===== src/rtl/rr_queue_sched.sv =====
// rr_queue_sched: round-robin arbiter that feeds one bounded circular queue
// shared by NUM_REQ requesters, drained through a valid/ready output port.
//
// Each cycle at most one requester is granted, searching upward from rr_ptr.
// A pop frees a slot in the same cycle, so a full queue can still accept a
// word while it is draining.
//
// Optional build macro: RR_QUEUE_SCHED_STATS_EN adds the grant_total and
// drop_cycles statistics outputs.
module rr_queue_sched #(
    parameter int NUM_REQ = 4,
    parameter int WIDTH   = 8,
    parameter int DEPTH   = 4
) (
    input  logic                         clk,
    input  logic                         rst,
    input  logic [NUM_REQ-1:0]           req_valid,
    input  logic [NUM_REQ*WIDTH-1:0]     req_data,
    output logic [NUM_REQ-1:0]           req_ready,
    output logic                         out_valid,
    output logic [WIDTH-1:0]             out_data,
    output logic [$clog2(NUM_REQ)-1:0]   out_src,
    input  logic                         out_ready,
    output logic [$clog2(DEPTH+1)-1:0]   count,
    output logic                         full,
    output logic                         empty
`ifdef RR_QUEUE_SCHED_STATS_EN
    ,
    output logic [31:0]                  grant_total,
    output logic [31:0]                  drop_cycles
`endif
);

    localparam int SRC_W = $clog2(NUM_REQ);
    localparam int CNT_W = $clog2(DEPTH + 1);
    localparam int PTR_W = (DEPTH > 1) ? $clog2(DEPTH) : 1;

    localparam logic [SRC_W:0]   NREQ_EXT = (SRC_W + 1)'(NUM_REQ);
    localparam logic [SRC_W-1:0] LAST_REQ = SRC_W'(NUM_REQ - 1);
    localparam logic [PTR_W-1:0] LAST_PTR = PTR_W'(DEPTH - 1);
    localparam logic [CNT_W-1:0] DEPTH_C  = CNT_W'(DEPTH);

    // Storage and pointers
    logic [WIDTH-1:0] mem_data [DEPTH];
    logic [SRC_W-1:0] mem_src  [DEPTH];
    logic [PTR_W-1:0] wr_ptr;
    logic [PTR_W-1:0] rd_ptr;
    logic [CNT_W-1:0] count_r;
    logic [SRC_W-1:0] rr_ptr;

    // Arbitration results
    logic             found;
    logic [SRC_W-1:0] grant_idx;
    logic [SRC_W:0]   cand;
    logic [WIDTH-1:0] grant_data;

    // Handshake terms
    logic full_i;
    logic pop;
    logic space;
    logic push;

    // Status outputs are forced to their reset values while rst is high so the
    // consumer never sees stale entries during the reset cycle.
    always_comb begin
        count     = rst ? '0 : count_r;
        full_i    = !rst && (count_r == DEPTH_C);
        full      = full_i;
        empty     = rst || (count_r == '0);
        out_valid = !rst && (count_r != '0);
        out_data  = rst ? '0 : mem_data[rd_ptr];
        out_src   = rst ? '0 : mem_src[rd_ptr];
    end

    assign pop   = out_valid && out_ready;
    assign space = !full_i || pop;

    // Round-robin search: first valid requester at or above rr_ptr, wrapping.
    always_comb begin
        found     = 1'b0;
        grant_idx = '0;
        cand      = '0;
        for (int k = 0; k < NUM_REQ; k++) begin
            cand = {1'b0, rr_ptr} + (SRC_W + 1)'(k);
            if (cand >= NREQ_EXT) begin
                cand = cand - NREQ_EXT;
            end
            if (!found && req_valid[cand[SRC_W-1:0]]) begin
                found     = 1'b1;
                grant_idx = cand[SRC_W-1:0];
            end
        end
    end

    assign push       = found && space && !rst;
    assign grant_data = req_data[grant_idx*WIDTH +: WIDTH];

    // One-hot grant; zero when there is no room or no requester.
    always_comb begin
        req_ready = '0;
        if (push) begin
            req_ready[grant_idx] = 1'b1;
        end
    end

    // Queue storage write on push; cleared on reset.
    always_ff @(posedge clk) begin
        if (rst) begin
            for (int i = 0; i < DEPTH; i++) begin
                mem_data[i] <= '0;
                mem_src[i]  <= '0;
            end
        end else if (push) begin
            mem_data[wr_ptr] <= grant_data;
            mem_src[wr_ptr]  <= grant_idx;
        end
    end

    // Pointer, occupancy and round-robin pointer update.
    always_ff @(posedge clk) begin
        if (rst) begin
            wr_ptr  <= '0;
            rd_ptr  <= '0;
            count_r <= '0;
            rr_ptr  <= '0;
        end else begin
            if (push) begin
                wr_ptr <= (wr_ptr == LAST_PTR) ? '0 : wr_ptr + 1'b1;
                rr_ptr <= (grant_idx == LAST_REQ) ? '0 : grant_idx + 1'b1;
            end
            if (pop) begin
                rd_ptr <= (rd_ptr == LAST_PTR) ? '0 : rd_ptr + 1'b1;
            end
            if (push && !pop) begin
                count_r <= count_r + 1'b1;
            end else if (pop && !push) begin
                count_r <= count_r - 1'b1;
            end
        end
    end

`ifdef RR_QUEUE_SCHED_STATS_EN
    // Statistics: grants wrap, stall cycles saturate.
    always_ff @(posedge clk) begin
        if (rst) begin
            grant_total <= '0;
            drop_cycles <= '0;
        end else begin
            if (push) begin
                grant_total <= grant_total + 32'd1;
            end
            if ((|req_valid) && !space && (drop_cycles != 32'hFFFF_FFFF)) begin
                drop_cycles <= drop_cycles + 32'd1;
            end
        end
    end
`endif

endmodule


===== config.mk =====
export PLATFORM = sky130hd
export DESIGN_NAME = rr_queue_sched
export DESIGN_NICKNAME = d
export VERILOG_FILES = /design/src/rtl/rr_queue_sched.sv
export SDC_FILE = /design/constraint.sdc
export NUM_CORES = 1
export LEC_CHECK = 0
export ABC_AREA = 0
export CORE_MARGIN = 3
export CORE_UTILIZATION = 35
export DETAILED_ROUTE_END_ITERATION = 10
export GPL_ROUTABILITY_DRIVEN = 0
export PLACE_DENSITY = 0.59
export SYNTH_ARGS = -nofsm -noshare
export SYNTH_HDL_FRONTEND = slang
export SYNTH_SLANG_ARGS = --single-unit

===== constraint.sdc =====
create_clock -name clk -period 2.9 [get_ports clk]
set_clock_uncertainty 0.05 [all_clocks]
set_input_delay 0.29 -clock clk [delete_from_list [all_inputs] [get_ports clk]]
set_output_delay 0.29 -clock clk [all_outputs]
set_load 0.03 [all_outputs]

Word-level counts from Yosys, hierarchy flattened
Memories as Yosys holds them, arrays and structs flattened. A register that Yosys moved wholly into a read port is not among the register bits.
Cells that the tools add are included.
Widths: inputs -> output; s select.
- bits in registers: 9
- bits in writable memories: 40
- input bits: 39
- logic and storage cells: 104
- memories kept: 2
- add/subtract/negate cells: 12
- magnitude comparators: 10
- equality and inequality tests: 4
- shift operators: 1
- mux-type cells: 46
- reductions and logical operators: 25
- memory list (memory ; words ; bits a word ; read ports ; clocked after Yosys merged registers in ; write ports ; RTL line ; source):
    mem_data ; 4 ; 8 ; 1 ; 1 ; 4 ; 44 ; logic [WIDTH-1:0] mem_data [DEPTH];
    mem_src ; 4 ; 2 ; 1 ; 1 ; 4 ; 45 ; logic [SRC_W-1:0] mem_src [DEPTH];
- operator list (operator ; number):
    $mux 2 ; 19
    $shiftx 32x6->8 ; 1
    $mux 1 ; 16
    $mux 8 ; 2
    $lt 2x3->1 const B ; 5
    $logic_and 1x1->1 ; 11
    $ge 3x3->1 const B ; 3
    $mux 3 ; 3
    $bmux 1 s2 ; 4
    $reduce_or 8->1 ; 1
    $sub 2x1->2 const B ; 4
    $logic_not 1->1 ; 7
    $add 2x1->2 const B ; 3
    $add 2x2->3 const B ; 2
    $eq 2x2->1 const B ; 3
    $mux 4 ; 1
    $add 2x1->3 const B ; 1
    $add 3x1->3 const B ; 1
    $eq 3x3->1 const B ; 1
    $ge 2x3->1 const B ; 1
    $logic_not 3->1 ; 1
    $reduce_bool 3->1 ; 1
    $sub 3x1->3 const B ; 1
    $demux 1 s2 ; 1
    other kinds (4) ; 5

Depth between registers and ports, before layout
Gate-level depths: netlist (run 1).
- word-level depth: 21
- gate-level depth with buffers: 10
- depth with buffers taken out: 9

Least setup slack after synthesis (run 1)
OpenSTA, ideal clock, no wires.
- kind: register -> register
- start point: register count_r[0]
- end point: register count_r[2]
- setup time: 70 ps
- arrival time: 2214 ps
- data required time: 2780 ps
- slack: 566 ps
- cell stages (with the launch flop): 11
- path buffers: 1
- clock period less this slack: 2334 ps
- cells stage by stage: dfxtp_1 or4b_4 o21ai_2 buf_4 nor2_2 ha_1 inv_1 fa_1 xor2_1 or3_1 a21oi_1
- cells in the longest elaborated chain, start to end: 9
- RTL lines (element ; RTL line ; source):
    start: declaration ; 48 ; logic [CNT_W-1:0] count_r;
    start signal: assignment ; 135 ; count_r <= count_r + 1'b1;
    start signal: assignment ; 137 ; count_r <= count_r - 1'b1;
    $eq 3x3->1 / $reduce_bool 3->1 (equally long branches) ; 67, 70 ;
    $logic_and 1x1->1, on equally long branches ; 67, 70 ;
    $logic_not 1->1 / $logic_and 1x1->1 (equally long branches) ; 76, 75 ;
    $logic_or 1x1->1 (*) ; 76 ; assign space = !full_i || pop;
    $logic_and 1x1->1 (*) (2 in a row) ; 95 ; assign push = found && space && !rst;
    net push ; 61 ; logic push;
    $logic_not 1->1 ; 136 ; end else if (pop && !push) begin
    $logic_and 1x1->1 ; 136 ;
    $reduce_bool 2->1 (no line) ; n/a ;
Mark *: on every way through the listed nets, which the timed path passes. The rest lies on a longest branch. The select of a mux whose other input is x is not followed.
A chain may end at the register's enable or synchronous reset.

Final worst setup path (run 1)
- start point: input req_valid[3]
- end point: output req_ready[0]
- cells in the longest elaborated chain, start to end: 17
- RTL lines (element ; RTL line ; source):
    start: declaration ; 17 ; input logic [NUM_REQ-1:0] req_valid,
    $bmux 1 s2 ; 88 ; if (!found && req_valid[cand[SRC_W-1:0]]) begin
    $mux 1 (implied by the code) ; 88 ;
    $mux 1 ; 88 ;
    $logic_not 1->1 ; 88 ;
    $logic_and 1x1->1 ; 88 ;
    $mux 1 ; 88 ;
    $logic_not 1->1 ; 88 ;
    $logic_and 1x1->1 ; 88 ;
    $mux 1 ; 88 ;
    $logic_not 1->1 ; 88 ;
    $logic_and 1x1->1 ; 88 ;
    $mux 2 ; 88 ;
    $lt 2x3->1 (implied by the code) / $ge 2x1->1 (equally long branches) ; 102 ; req_ready[grant_idx] = 1'b1;
    $logic_and 1x1->1 (implied by the code) ; 102 ;
    $mux 1 (implied by the code) ; 102 ;
    $demux 1 s2 ; 102 ;
    $mux 4 (*) ; 101 ; if (push) begin
    end: declaration ; 19 ; output logic [NUM_REQ-1:0] req_ready,
Every way passes the cells marked *; elsewhere a longest branch is shown, timed or not. The select of a mux whose other input is x is not followed.

==> results.json, run 1 <==
{
  "relSlewSlack_pct": 21.2,
  "cts_tree": "yes",
  "totalWireLength_mm": 6.40,
  "tightest_slew_ns": 1.18,
  "cts_max_level": 2,
  "syn_area_per_cell_sq_um": 12.6,
  "clockRootBuffer": "clkbuf_8",
  "via_count": 1973,
  "min_path_type": "reg2reg",
  "final_common_cell": "clkdlybuf4s50_1",
  "antennaDiodeCount": 0,
  "post_cts_buffers": 0,
  "core_area_sq_um": 7410,
  "synth-seq-area-share_pct": 51.9,
  "instances_no_fill": 384,
  "dp_hpwl_mm": 4.45,
  "async_flop_share_pct": 0,
  "dieArea_sq_um": 8920,
  "grt_util_all_layers_pct": 15.3,
  "outcome": "finished, final reports clean",
  "power_leakage_uw": 0.00138,
  "grt_overflow": 0,
  "drive_above_1_share_pct": 14.4,
  "synth_edf_count": 40,
  "cts.hold.buffers_added": 0,
  "maxCapViolCount": 0,
  "clockBufferDepth": 2,
  "ys.flop_type": "edfxtp_1",
  "final_cell_mix": "clkdlybuf4s50_1 (57), edfxtp_1 (40), o22ai_1 (32)",
  "arrival_ns": 2.36,
  "fin_setup_tns_ns": 0,
  "synth_seq_cells": 51,
  "grt_pass1_wl_mm": 10.2,
  "syn_area_sq_um": 2740,
  "cp-end-kind": "output port",
  "hold_depth": 2,
  "cts_sinks": 51,
  "drt_iter0_drc": 126,
  "irDropWorstVdd_v": 0.000229,
  "hold_viol_final": 0,
  "setup_violations": 0,
  "yosysUniqueCellTypes": 39,
  "path_class": "in2out",
  "start_util_pct": 36.9,
  "holdWs_ns": 0.442,
  "cts_buffers": 5,
  "cts_resized": 0,
  "viasPerCell": 5.14,
  "fmax_mhz": 370,
  "first_pass_iters": 4,
  "worstPathMaxFanout": 5,
  "area_growth_pct": 29.6,
  "detail-route-antenna-nets": 0,
  "nNetsFinal": 331,
  "ioPinCount": 59,
  "syn_inst": 218,
  "grt_pass1_vias": 1948,
  "placed_area_sq_um": 3450,
  "synth-warning-count": 0,
  "die_h_microns": 94.4,
  "finalCritPeriodShare_pct": 93.2,
  "powerDensity_nw_per_um2": 685,
  "drc_errors": 0,
  "grt_max_degree": 18,
  "worstSetupStartpointType": "input pin",
  "required_ns": 2.56,
  "slew_viol_final": 0,
  "row_count": 31,
  "place.port_buffers": 58,
  "path_clk_slew_ns": 0.09,
  "rsz0062_at_grt": "no",
  "wl_per_cell_microns": 16.7,
  "dp.cells": 376,
  "fill_cells": 675,
  "clk_latency_ns": 0.30,
  "stdcell_area_sq_um": 3550,
  "period_minus_slack_ns": 2.70,
  "antenna_found_initial": 0,
  "syn-num-nets": 265,
  "chipWidth_microns": 94.4,
  "reg2reg_depth": 9
}
-- metal layers --
metal / GRT usage [%] / vias to the layer above / wire (microns)
met4: 5.42 / 0 / 69
met1: 20.4 / 930 / 2700
met5: 0 / - / 0
li1: - / 966 / -
met3: 3.35 / 7 / 481
met2: 24.7 / 70 / 3150
-- synthesized netlist by cell type (5+ instances only) --
master	n	share of area [%]
nor2b_1	17	3.9
inv_1	9	1.2
mux4_2	10	8.2
nor2_1	7	0.96
edfxtp_1	40	44
a21oi_1	7	1.3
mux2i_1	17	6.2
ha_1	7	3.2
nand2_1	10	1.4
dfxtp_1	11	8.0
nand2_2	5	1.1
o22ai_1	32	7.3
-- sequential cells by signal, summed over array words and instances, names as in the netlist, named ones only --
signal	count
mem_data	32
mem_src	8
count_r	3
rd_ptr	2
rr_ptr	2
wr_ptr	2
-- worst paths after layout --
kind	startpoint	slack [ns]	to
setup reg to reg	count_r[0]$_SDFFE_PP0P_	0.51	count_r[2]$_SDFFE_PP0P_
hold reg to reg	rd_ptr[1]$_SDFFE_PP0N_	0.44	flip-flop
setup / recovery	req_valid[3]	0.20	req_ready[0]
hold / removal	rd_ptr[1]$_SDFFE_PP0N_	0.44	flip-flop
-- through the flow --
step	total power [uW]	utilization [%]	setup WS [ns]
2_1_floorplan	1710	-	0.566
3_3_place_gp	2020	46.6	0.186
3_5_place_dp	2030	46.6	0.131
4_1_cts	2450	47.9	0.175
5_1_grt	2570	47.9	0.0398
6_report	2430	47.9	0.197
-- report_power, final --
group | switching, uW | internal [uW]
Sequential | 77.9 | 975
Combinational | 512 | 441
Clock | 229 | 193
Total | 819 | 1610
-- cell families after synthesis --
group | Yosys count | synth area share [%]
AO/OA/AOI/OAI | 51 | 12.6
XOR/XNOR | 2 | 0.640
adder cells (fa/ha/maj) | 8 | 3.93
buffers and inverters | 18 | 3.38
flip-flops | 51 | 51.9
multiplexers | 27 | 14.4
AND/OR/NAND/NOR | 61 | 13.0
-- critical path, cell delays in order --
cell and delay (ns):
clkdlybuf4s50_1 0.48, buf_4 0.13, nor2b_1 0.04, o21ai_0 0.15, o211a_1 0.26, inv_1 0.10
ha_1 0.20, and2_1 0.13, clkdlybuf4s50_1 0.58
-- final cells by class --
| type | count | area (sq um) | area share (%) |
|---|---|---|---|
| tap | 99 | 124 | 3.49 |
| inverter | 9 | 33.8 | 0.953 |
| clock buffer | 7 | 86.3 | 2.43 |
| clock inverter | 1 | 5.00 | 0.141 |
| multi-input combinational | 149 | 1220 | 34.5 |
| sequential | 51 | 1420 | 40.1 |
| timing repair buffer | 68 | 653 | 18.4 |
Power figures use the tool's default switching activity.
==> run 2, diff against run 1 <==
--- a/config.mk
+++ b/config.mk
@@ -11,6 +11,7 @@
 export DETAILED_ROUTE_END_ITERATION = 10
 export GPL_ROUTABILITY_DRIVEN = 0
 export PLACE_DENSITY = 0.59
+export SLEW_MARGIN = 20
 export SYNTH_ARGS = -nofsm -noshare
 export SYNTH_HDL_FRONTEND = slang
 export SYNTH_SLANG_ARGS = --single-unit
==> constraint.sdc (replaced) <==
create_clock -name clk -period 3.03 [get_ports clk]
set_clock_uncertainty 0.05 [all_clocks]
set_input_delay 0.303 -clock clk [delete_from_list [all_inputs] [get_ports clk]]
set_output_delay 0.303 -clock clk [all_outputs]
set_load 0.03 [all_outputs]
==> run 2 against run 1 <==
Compared with the run above: final area shrank 0.39%; total power shrank 5.1%; setup slack gained 0.052 ns; register-to-register slack gained 0.24 ns; clock-buffer cell count shrank 1; flip-flop and latch count is the same; sequential power shrank 4%; sequential share of layout area grew 0.16 points; die area is the same; final cell count shrank 0.52%.
==> results.json, run 2 (synthesis results as in run 1) <==
{
  "finalCritPeriodShare_pct": 91.8,
  "reg_top3": "mem_data (32), mem_src (8), count_r (3)",
  "fmax_mhz": 359,
  "regMostFlops": "mem_data",
  "irDropWorstVdd_v": 0.000234,
  "detail-route-antenna-nets": 0,
  "die_h_microns": 94.4,
  "hold_viol_final": 0,
  "area_growth_pct": 29.1,
  "relSlewSlack_pct": 57.5,
  "wl_per_cell_microns": 17.2,
  "maxCapViolCount": 0,
  "cts_tree": "yes",
  "totalWireLength_mm": 6.56,
  "antennaDiodeCount": 0,
  "final_common_cell": "clkdlybuf4s50_1",
  "setup_ws_ns": 0.248,
  "cts_buffers": 5,
  "viasPerCell": 5.28,
  "grt_util_all_layers_pct": 15.3,
  "cts_sinks": 51,
  "dp_hpwl_mm": 4.62,
  "grt_pass1_vias": 1928,
  "cts_max_level": 2,
  "clockBufferDepth": 2,
  "drt_iter0_drc": 178,
  "drive_above_1_share_pct": 14.5,
  "grt_pass1_wl_mm": 10.3,
  "drc_errors": 0,
  "antenna_found_initial": 0,
  "chipWidth_microns": 94.4,
  "final_cell_mix": "clkdlybuf4s50_1 (57), edfxtp_1 (40), o22ai_1 (32)",
  "largest_register_ffs": 32,
  "nNetsFinal": 329,
  "setup_violations": 0,
  "path_class": "in2out",
  "clockRootBuffer": "clkbuf_8",
  "cts_resized": 0,
  "multi_input_area_sq_um": 1230,
  "powerDensity_nw_per_um2": 652,
  "seq_area_sq_um": 1420,
  "min_path_type": "reg2reg",
  "row_count": 31,
  "core_area_sq_um": 7410,
  "cts.hold.buffers_added": 0,
  "tightest_slew_ns": 0.638,
  "start_util_pct": 36.9,
  "rsz0062_at_grt": "no",
  "path_clk_slew_ns": 0.09,
  "required_ns": 2.68,
  "fin_util_pct": 47.7,
  "worstSetupStartpointType": "input pin",
  "outcome": "finished, final reports clean",
  "arrival_ns": 2.43,
  "cp-end-kind": "output port",
  "slew_viol_final": 0,
  "worstPathMaxFanout": 5,
  "power_leakage_uw": 0.00137,
  "place.port_buffers": 58,
  "grt_overflow": 0,
  "via_count": 2017,
  "period_minus_slack_ns": 2.78,
  "grt_max_degree": 19,
  "dp_slack_ns": 0.225,
  "dieArea_sq_um": 8920,
  "clk_latency_ns": 0.30,
  "fin_setup_tns_ns": 0,
  "post_cts_buffers": 0,
  "ioPinCount": 59,
  "first_pass_iters": 4,
  "fill_cells": 699
}
[run 2: cell types whose count changed in the layout (fill, tap and decap cells not counted)]
| cell | change |
|---|---|
| buf_4 | -2 |
| clkbuf_8 | -1 |
| clkinvlp_4 | +1 |
| o21bai_1 | -2 |
| o21bai_2 | +2 |
[run 2: area by class of cell]
type	instances	share of cell area (%)
timing repair buffer	66	18.1
multi-input combinational	149	34.8
clock inverter	2	0.354
inverter	9	0.956
clock buffer	6	2.05
tap	99	3.51
sequential	51	40.2
[run 2: power by group]
group / internal [uW] / switching [uW] / leakage (uW) / total [uW]
clock network: 162 / 220 / 0.0000412 / 382
logic: 419 / 493 / 0.000810 / 911
registers: 933 / 77.1 / 0.000515 / 1010
[run 2: metal layers]
layer	GRT usage, %	vias to the layer above	routed length (microns)	share of wire (%)
met5	0	-	0	0
met4	4.69	0	106	1.6
met3	2.07	11	414	6.3
met2	26.4	71	3200	49
met1	20.1	969	2830	43
li1	-	966	-	-
[run 2: stage by stage]
stage          instance area, sq um  instances  hold WS, ns  total power (uW)
4_1_cts                        3520        382        0.434              2320
5_1_grt                        3530        382        0.462              2430
6_report                       3530        382        0.430              2300
3_5_place_dp                   3440        374        0.420              1950
2_1_floorplan                  2740        218        0.404              1630
3_3_place_gp                   3440        374        0.417              1930
[run 2: worst paths after layout]
check	start	end	slack, ns	cells past startpoint
setup / recovery	req_valid[2]	req_ready[3]	0.25	8
hold / removal	rd_ptr[1]$_SDFFE_PP0N_	rd_ptr[1]$_SDFFE_PP0N_	0.43	2
setup reg to reg	count_r[1]$_SDFFE_PP0P_	count_r[2]$_SDFFE_PP0P_	0.75	9
hold reg to reg	rd_ptr[1]$_SDFFE_PP0N_	rd_ptr[1]$_SDFFE_PP0N_	0.43	2
[run 2: critical path, stage by stage]
cell             delay [ns]
clkdlybuf4s50_1        0.43
and2b_1                0.20
o21ai_0                0.15
o211a_1                0.24
buf_4                  0.18
ha_1                   0.14
and2_1                 0.11
clkdlybuf4s50_1        0.67
